<file path="config.mk">
export PLATFORM = sky130hd
export DESIGN_NAME = si5345_cfg_sequencer_flat
export DESIGN_NICKNAME = d
export VERILOG_FILES = /design/src/rtl/si5345_cfg_sequencer_if.sv /design/src/rtl/si5345_cfg_sequencer.sv /design/src/flat_wrapper.sv
export SDC_FILE = /design/constraint.sdc
export NUM_CORES = 1
export LEC_CHECK = 0
export ABC_CLOCK_PERIOD_IN_PS = 3100
export BUFFER_PORTS_ARGS = -buffer_cell sky130_fd_sc_hd__buf_2
export CORE_ASPECT_RATIO = 1.75
export CORE_MARGIN = 2
export CORE_UTILIZATION = 40
export DETAILED_ROUTE_END_ITERATION = 7
export GPL_TIMING_DRIVEN = 0
export HOLD_SLACK_MARGIN = 0.1
export PLACE_DENSITY_LB_ADDON = 0.25
export RECOVER_POWER = 25
export SLEW_MARGIN = 0
export SYNTH_ARGS = -nofsm -noshare
export SYNTH_HDL_FRONTEND = slang
export SYNTH_SLANG_ARGS = --single-unit
</file>
<file path="constraint.sdc">
create_clock -name sys_clk -period 3.1 [get_ports sys_clk]
set_clock_uncertainty 0.05 [all_clocks]
set_input_delay 0.93 -clock sys_clk [delete_from_list [all_inputs] [get_ports sys_clk]]
set_output_delay 0.93 -clock sys_clk [all_outputs]
set_load 0.02 [all_outputs]
</file>
<file path="src/rtl/si5345_cfg_sequencer_if.sv">
// SPI master handshake/bus bundle between the Si5345 configuration
// sequencer (master side, issues frames) and the 4-wire SPI engine (slave side).
interface si5345_cfg_sequencer_if;
  logic        spi_start_o;
  logic        spi_rw_o;
  logic        spi_mlb_o;
  logic [15:0] spi_dout_o;
  logic        spi_busy_i;
  logic        spi_done_i;

  modport master (
    output spi_start_o,
    output spi_rw_o,
    output spi_mlb_o,
    output spi_dout_o,
    input  spi_busy_i,
    input  spi_done_i
  );

  modport slave (
    input  spi_start_o,
    input  spi_rw_o,
    input  spi_mlb_o,
    input  spi_dout_o,
    output spi_busy_i,
    output spi_done_i
  );
endinterface

</file>
<file path="src/rtl/si5345_cfg_sequencer.sv">
// Si5345 configuration sequencer: walks a {page, reg, data} register table
// in a synchronous ROM and turns every entry into 16-bit SPI write frames.
// A page-register write is inserted whenever the page changes, and a fixed
// settle delay follows the last preamble entry.
module si5345_cfg_sequencer #(
  parameter int          ADDR_WIDTH   = 10,
  parameter int          DELAY_INDEX  = 2,
  parameter int unsigned DELAY_CYCLES = 30000000
) (
  input  logic                  sys_clk,
  input  logic                  reset,
  input  logic                  cfg_start_i,
  input  logic [ADDR_WIDTH-1:0] reg_count_i,
  output logic                  cfg_busy_o,
  output logic                  cfg_done_o,
  output logic [ADDR_WIDTH-1:0] cur_index_o,
  output logic [ADDR_WIDTH-1:0] rom_addr_o,
  input  logic [23:0]           rom_data_i,
  si5345_cfg_sequencer_if.master spi
);

  localparam int DLY_W = (DELAY_CYCLES > 1) ? $clog2(DELAY_CYCLES) : 1;
  localparam logic [DLY_W-1:0] DLY_LAST =
    (DELAY_CYCLES > 0) ? DLY_W'(DELAY_CYCLES - 1) : '0;
  localparam logic DELAY_EN = (DELAY_CYCLES != 0);
  localparam logic [ADDR_WIDTH-1:0] DLY_IDX = ADDR_WIDTH'(DELAY_INDEX);

  // Si5345 SPI command bytes and the page register address
  localparam logic [7:0] CMD_SET_ADDR = 8'h00;
  localparam logic [7:0] CMD_WRITE    = 8'h40;
  localparam logic [7:0] PAGE_REG     = 8'h01;

  typedef enum logic [2:0] {
    S_IDLE, S_FETCH, S_LATCH, S_XFER_REQ, S_XFER_WAIT, S_DELAY, S_NEXT, S_DONE
  } state_t;

  typedef enum logic [1:0] {
    F_P_ADDR, F_P_DATA, F_R_ADDR, F_R_DATA
  } frame_t;

  state_t                  state, state_n;
  frame_t                  frame, frame_n;
  logic [ADDR_WIDTH-1:0]   index, index_n;
  logic [ADDR_WIDTH-1:0]   count, count_n;
  logic [7:0]              pg, pg_n;
  logic [7:0]              rg, rg_n;
  logic [7:0]              dt, dt_n;
  logic [7:0]              cur_page, cur_page_n;
  logic                    page_valid, page_valid_n;
  logic [DLY_W-1:0]        dly_cnt, dly_cnt_n;
  logic                    busy, busy_n;
  logic                    done, done_n;
  logic [15:0]             dout, dout_n;

  // Frame word for a given position in the per-entry frame queue
  function automatic logic [15:0] frame_word(input frame_t f, input logic [7:0] p,
                                             input logic [7:0] r, input logic [7:0] d);
    logic [15:0] w;
    case (f)
      F_P_ADDR: w = {CMD_SET_ADDR, PAGE_REG};
      F_P_DATA: w = {CMD_WRITE, p};
      F_R_ADDR: w = {CMD_SET_ADDR, r};
      default:  w = {CMD_WRITE, d};
    endcase
    return w;
  endfunction

  // Next-state and registered-output logic for the table walker
  always_comb begin
    state_n      = state;
    frame_n      = frame;
    index_n      = index;
    count_n      = count;
    pg_n         = pg;
    rg_n         = rg;
    dt_n         = dt;
    cur_page_n   = cur_page;
    page_valid_n = page_valid;
    dly_cnt_n    = dly_cnt;
    busy_n       = busy;
    done_n       = 1'b0;
    dout_n       = dout;

    case (state)
      S_IDLE: begin
        if (cfg_start_i) begin
          if (reg_count_i != '0) begin
            count_n      = reg_count_i;
            index_n      = '0;
            page_valid_n = 1'b0;
            busy_n       = 1'b1;
            state_n      = S_FETCH;
          end else begin
            done_n = 1'b1;
          end
        end
      end

      // rom_addr_o already carries index; the ROM answers next cycle
      S_FETCH: state_n = S_LATCH;

      S_LATCH: begin
        pg_n = rom_data_i[23:16];
        rg_n = rom_data_i[15:8];
        dt_n = rom_data_i[7:0];
        if (!page_valid || (rom_data_i[23:16] != cur_page)) begin
          frame_n = F_P_ADDR;
        end else begin
          frame_n = F_R_ADDR;
        end
        dout_n  = frame_word(frame_n, rom_data_i[23:16], rom_data_i[15:8], rom_data_i[7:0]);
        state_n = S_XFER_REQ;
      end

      // Start is held until the master reports busy, so it is low again
      // well before the master can return to idle
      S_XFER_REQ: begin
        if (spi.spi_busy_i) begin
          state_n = S_XFER_WAIT;
        end
      end

      S_XFER_WAIT: begin
        if (spi.spi_done_i) begin
          if (frame == F_R_DATA) begin
            if (DELAY_EN && (index == DLY_IDX)) begin
              state_n = S_DELAY;
            end else begin
              state_n = S_NEXT;
            end
          end else begin
            if (frame == F_P_DATA) begin
              cur_page_n   = pg;
              page_valid_n = 1'b1;
            end
            frame_n = frame_t'(frame + 2'd1);
            dout_n  = frame_word(frame_n, pg, rg, dt);
            state_n = S_XFER_REQ;
          end
        end
      end

      S_DELAY: begin
        if (dly_cnt == DLY_LAST) begin
          dly_cnt_n = '0;
          state_n   = S_NEXT;
        end else begin
          dly_cnt_n = dly_cnt + DLY_W'(1);
        end
      end

      S_NEXT: begin
        if (index == (count - ADDR_WIDTH'(1))) begin
          done_n  = 1'b1;
          busy_n  = 1'b0;
          state_n = S_DONE;
        end else begin
          index_n = index + ADDR_WIDTH'(1);
          state_n = S_FETCH;
        end
      end

      S_DONE: state_n = S_IDLE;

      default: state_n = S_IDLE;
    endcase
  end

  // Control state register with synchronous reset; aborts any load in flight
  always_ff @(posedge sys_clk) begin
    if (reset) begin
      state      <= S_IDLE;
      frame      <= F_P_ADDR;
      index      <= '0;
      page_valid <= 1'b0;
      dly_cnt    <= '0;
      busy       <= 1'b0;
      done       <= 1'b0;
      dout       <= 16'h0000;
    end else begin
      state      <= state_n;
      frame      <= frame_n;
      index      <= index_n;
      page_valid <= page_valid_n;
      dly_cnt    <= dly_cnt_n;
      busy       <= busy_n;
      done       <= done_n;
      dout       <= dout_n;
    end
  end

  // Entry fields and table length; only meaningful while a load is active
  always_ff @(posedge sys_clk) begin
    count    <= count_n;
    pg       <= pg_n;
    rg       <= rg_n;
    dt       <= dt_n;
    cur_page <= cur_page_n;
  end

  assign cfg_busy_o      = busy;
  assign cfg_done_o      = done;
  assign cur_index_o     = index;
  assign rom_addr_o      = index;
  assign spi.spi_start_o = (state == S_XFER_REQ);
  assign spi.spi_rw_o    = 1'b0;
  assign spi.spi_mlb_o   = 1'b1;
  assign spi.spi_dout_o  = dout;

endmodule

</file>
<file path="src/flat_wrapper.sv">
// flat-port wrapper written by rule: the top's interface ports become plain ports
module si5345_cfg_sequencer_flat 
#(
  parameter int          ADDR_WIDTH   = 10,
  parameter int          DELAY_INDEX  = 2,
  parameter int unsigned DELAY_CYCLES = 30000000
)
  (sys_clk, reset, cfg_start_i, reg_count_i, cfg_busy_o, cfg_done_o, cur_index_o, rom_addr_o, rom_data_i, spi_spi_start_o, spi_spi_rw_o, spi_spi_mlb_o, spi_spi_dout_o, spi_spi_busy_i, spi_spi_done_i);
  si5345_cfg_sequencer_if spi_i ();
  input  logic sys_clk;
  input  logic reset;
  input  logic cfg_start_i;
  input  logic [ADDR_WIDTH-1:0] reg_count_i;
  output logic cfg_busy_o;
  output logic cfg_done_o;
  output logic [ADDR_WIDTH-1:0] cur_index_o;
  output logic [ADDR_WIDTH-1:0] rom_addr_o;
  input  logic [23:0] rom_data_i;
  output wire logic [$bits(spi_i.spi_start_o)-1:0] spi_spi_start_o;
  output wire logic [$bits(spi_i.spi_rw_o)-1:0] spi_spi_rw_o;
  output wire logic [$bits(spi_i.spi_mlb_o)-1:0] spi_spi_mlb_o;
  output wire logic [$bits(spi_i.spi_dout_o)-1:0] spi_spi_dout_o;
  input wire logic [$bits(spi_i.spi_busy_i)-1:0] spi_spi_busy_i;
  input wire logic [$bits(spi_i.spi_done_i)-1:0] spi_spi_done_i;
  assign spi_spi_start_o = spi_i.spi_start_o;
  assign spi_spi_rw_o = spi_i.spi_rw_o;
  assign spi_spi_mlb_o = spi_i.spi_mlb_o;
  assign spi_spi_dout_o = spi_i.spi_dout_o;
  assign spi_i.spi_busy_i = spi_spi_busy_i;
  assign spi_i.spi_done_i = spi_spi_done_i;
  si5345_cfg_sequencer #(.ADDR_WIDTH(ADDR_WIDTH), .DELAY_INDEX(DELAY_INDEX), .DELAY_CYCLES(DELAY_CYCLES)) u_core (.sys_clk(sys_clk), .reset(reset), .cfg_start_i(cfg_start_i), .reg_count_i(reg_count_i), .cfg_busy_o(cfg_busy_o), .cfg_done_o(cfg_done_o), .cur_index_o(cur_index_o), .rom_addr_o(rom_addr_o), .rom_data_i(rom_data_i), .spi(spi_i));
endmodule
</file>
==> qor.yml <==
status: "finished clean"
clock-root-buffer: "clkbuf_16"
grt_pass1_wl_mm: 18.0
cts.sinks: 93
slew_headroom_pct: 27.0
yosysWarnings: 0
worstSetupEndpointType: "flip-flop"
syn_to_final_growth_pct: 17.9
numPlacedInstances: 677
clkTransAtPathRegs_ns: 0.07
fmax_mhz: 343
rr_startpoint: "u_core.count[2]$_DFFE_PP_"
maxCapViolCount: 0
power_mw: 2.56
leakage_nw: 2.00
fin_util_pct: 48.6
multi_input_area_mm2: 0.00210
cts_buffers: 9
ctsLongestPathBuffers: 2
cts_hold_buffers: 0
vdd_ir_drop_max_mv: 0.315
avgSynthCellArea_um2: 9.83
post_drt_wl_per_cell_um: 15.7
setup_viol: 0
seq_area_mm2: 0.00228
cts_htree_levels: 3
period_share_pct: 94.1
worstHoldPathCells: 0
min_path_type: "flip-flop to flip-flop"
cp.required_ns: 3.30
drt-initial-drc-count: 215
synth_cell_types: 50
startpoint_type: "flip-flop"
tns_ns: 0
cts_tree: "built"
antenna_cells: 0
netlist_area_mm2: 0.00460
cp.arrival_ns: 3.11
critPathKind: "flip-flop to flip-flop"
layout.nets: 604
postRouteAntennaNets: 0
final_cells: 693
powerDensity_mw_per_mm2: 471
worstMarginPinSlew_ns: 1.09
io_buffers: 70
drc: 0
drive_gt1_share_pct: 17.5
routed_wl_mm: 10.8
hold_viol_final: 0
io_pins: 80
maxSlewViolCount: 0
fp.dieW_um: 85.1
rows: 51
coreArea_mm2: 0.0112
num_vias: 3691
crit_start: "u_core.count[2]$_DFFE_PP_"
grtUsageTotal_pct: 18.0
ys_seq_area_share_pct: 49.6
hp-start: "u_core.pg[6]$_DFFE_PP_"
rsz0062_at_grt: "no"
async_flop_share_pct: 0
reg2reg_depth: 8
dp_hpwl_mm: 8.05
synth_edf_count: 42
grt_max_degree: 27
ys_ff_latch: 93
insertion_delay_ns: 0.34
via_per_inst: 5.33
synthFlopType: "dfxtp_1"
antenna_found_initial: 0
crit_fanout: 7
grt_pass1_vias: 3745
die_h_um: 146
fillers: 1077
synthCells: 468
start_util_pct: 41.2
first_pass_iters: 4
grt-ovfl-total: 0
gp_congestion: 0.830
dieArea_mm2: 0.0124
period_minus_slack_ns: 2.92
area by class of cell:
cell class,instances,area share (%)
timing repair buffer,70,5.98
sequential,93,42.1
buffer,37,4.13
tap,132,3.05
inverter,12,0.831
multi-input combinational,333,38.6
clock buffer,12,4.75
clock inverter,4,0.531
per-layer routing:
metal	wire, um	global-route usage [%]	part of all wire, %
met2	5800	32.8	53
met1	4290	19.8	40
met4	312	8.17	2.9
met5	0	0	0
met3	445	3.29	4.1
Yosys cell counts, types with 8 or more instances:
cell type | count | area [um^2]
nor4_1 | 8 | 50.1
ha_1 | 9 | 113
nand4_1 | 14 | 87.6
xor2_1 | 22 | 193
a211oi_1 | 11 | 82.6
o21ai_0 | 18 | 90.1
nand2_1 | 30 | 113
a22oi_1 | 15 | 113
a21oi_1 | 17 | 85.1
buf_4 | 20 | 150
edfxtp_1 | 42 | 1260
nor2_1 | 56 | 210
nor3_1 | 14 | 70.1
xnor2_1 | 19 | 166
dfxtp_1 | 51 | 1020
nor2b_1 | 8 | 50.1
inv_1 | 12 | 45.0
nand3_1 | 14 | 70.1
clkbuf_1 | 15 | 56.3
repair_timing:
action / CTS / global route
gates resized for setup: 1 / 5
endpoints found under the setup margin: 6 / 9
pin swaps: 0 / 0
setup buffers: 0 / 0
sequential cells by signal (all words and copies together), names as in the netlist:
register and count:
u_core.rg 8, u_core.pg 8, u_core.frame 1, u_core.page_valid 1, u_core.state 3, u_core.cur_index_o 10
u_core.dt 8, u_core.cfg_busy_o 1, u_core.cur_page 8, u_core.count 10, u_core.dly_cnt 25, u_core.spi.spi_dout_o 9
u_core.cfg_done_o 1
placed cells by master, fill, tap and decap left out, types with 9 or more instances in the layout:
| cell | instances |
|---|---|
| dfxtp_1 | 51 |
| clkbuf_16 | 10 |
| ha_1 | 9 |
| xor2_1 | 22 |
| buf_2 | 50 |
| o21ai_0 | 18 |
| nand2_1 | 30 |
| a211oi_1 | 11 |
| a22oi_1 | 15 |
| edfxtp_1 | 42 |
| nor2_1 | 56 |
| nor3_1 | 14 |
| clkbuf_1 | 37 |
| conb_1 | 9 |
| xnor2_1 | 19 |
| inv_1 | 12 |
| nand4_1 | 14 |
| nand3_1 | 14 |
| a21oi_1 | 17 |
| buf_4 | 20 |
power breakdown:
part           switching [mW]  internal, mW  total (mW)
combinational           0.105        0.0685       0.173
sequential             0.0178          1.30        1.32
clock                   0.467         0.595        1.06
through the flow:
step / worst slack, ns / hold WS (ns) / instance area (um^2)
floorplan: 0.409 / 0.377 / 4620
detailed placement: -0.465 / 0.384 / 5150
CTS: 0.0620 / 0.417 / 5440
finish: 0.184 / 0.423 / 5420
global placement: -0.480 / 0.398 / 5140
global route: 0.0351 / 0.436 / 5420
worst max-delay path, stage by stage (launching register included):
cell and delay [ns]:
edfxtp_1 0.47, or4_4 0.54, o21a_1 0.20, or4_4 0.53
a211oi_4 0.35, and2_1 0.20, buf_6 0.13, nor3_2 0.04
o41ai_2 0.29
worst paths after layout:
| kind | to | slack, ns |
|---|---|---|
| setup reg to reg | u_core.state[1]$_SDFFE_PP0P_ | 0.18 |
| hold reg to reg | u_core.cur_page[6]$_DFFE_PP_ | 0.42 |
| hold / removal | u_core.cur_page[6]$_DFFE_PP_ | 0.42 |
| setup / recovery | u_core.state[1]$_SDFFE_PP0P_ | 0.18 |
logic make-up (layout without fill, tap and decap cells):
kind of cell	Yosys count	count (layout)	share of synthesized area, %
xor gates and xnor gates	41	41	7.81
DFF	93	93	49.6
and+or+nand+nor	186	186	20.7
AOI/OAI and AO/OA	80	80	11.6
other	2	9	0.163
muxes	8	8	1.77
adders and majority gates	9	9	2.45
buffers and inverters	49	135	5.82
No activity file was read; power rests on OpenSTA's default activity.
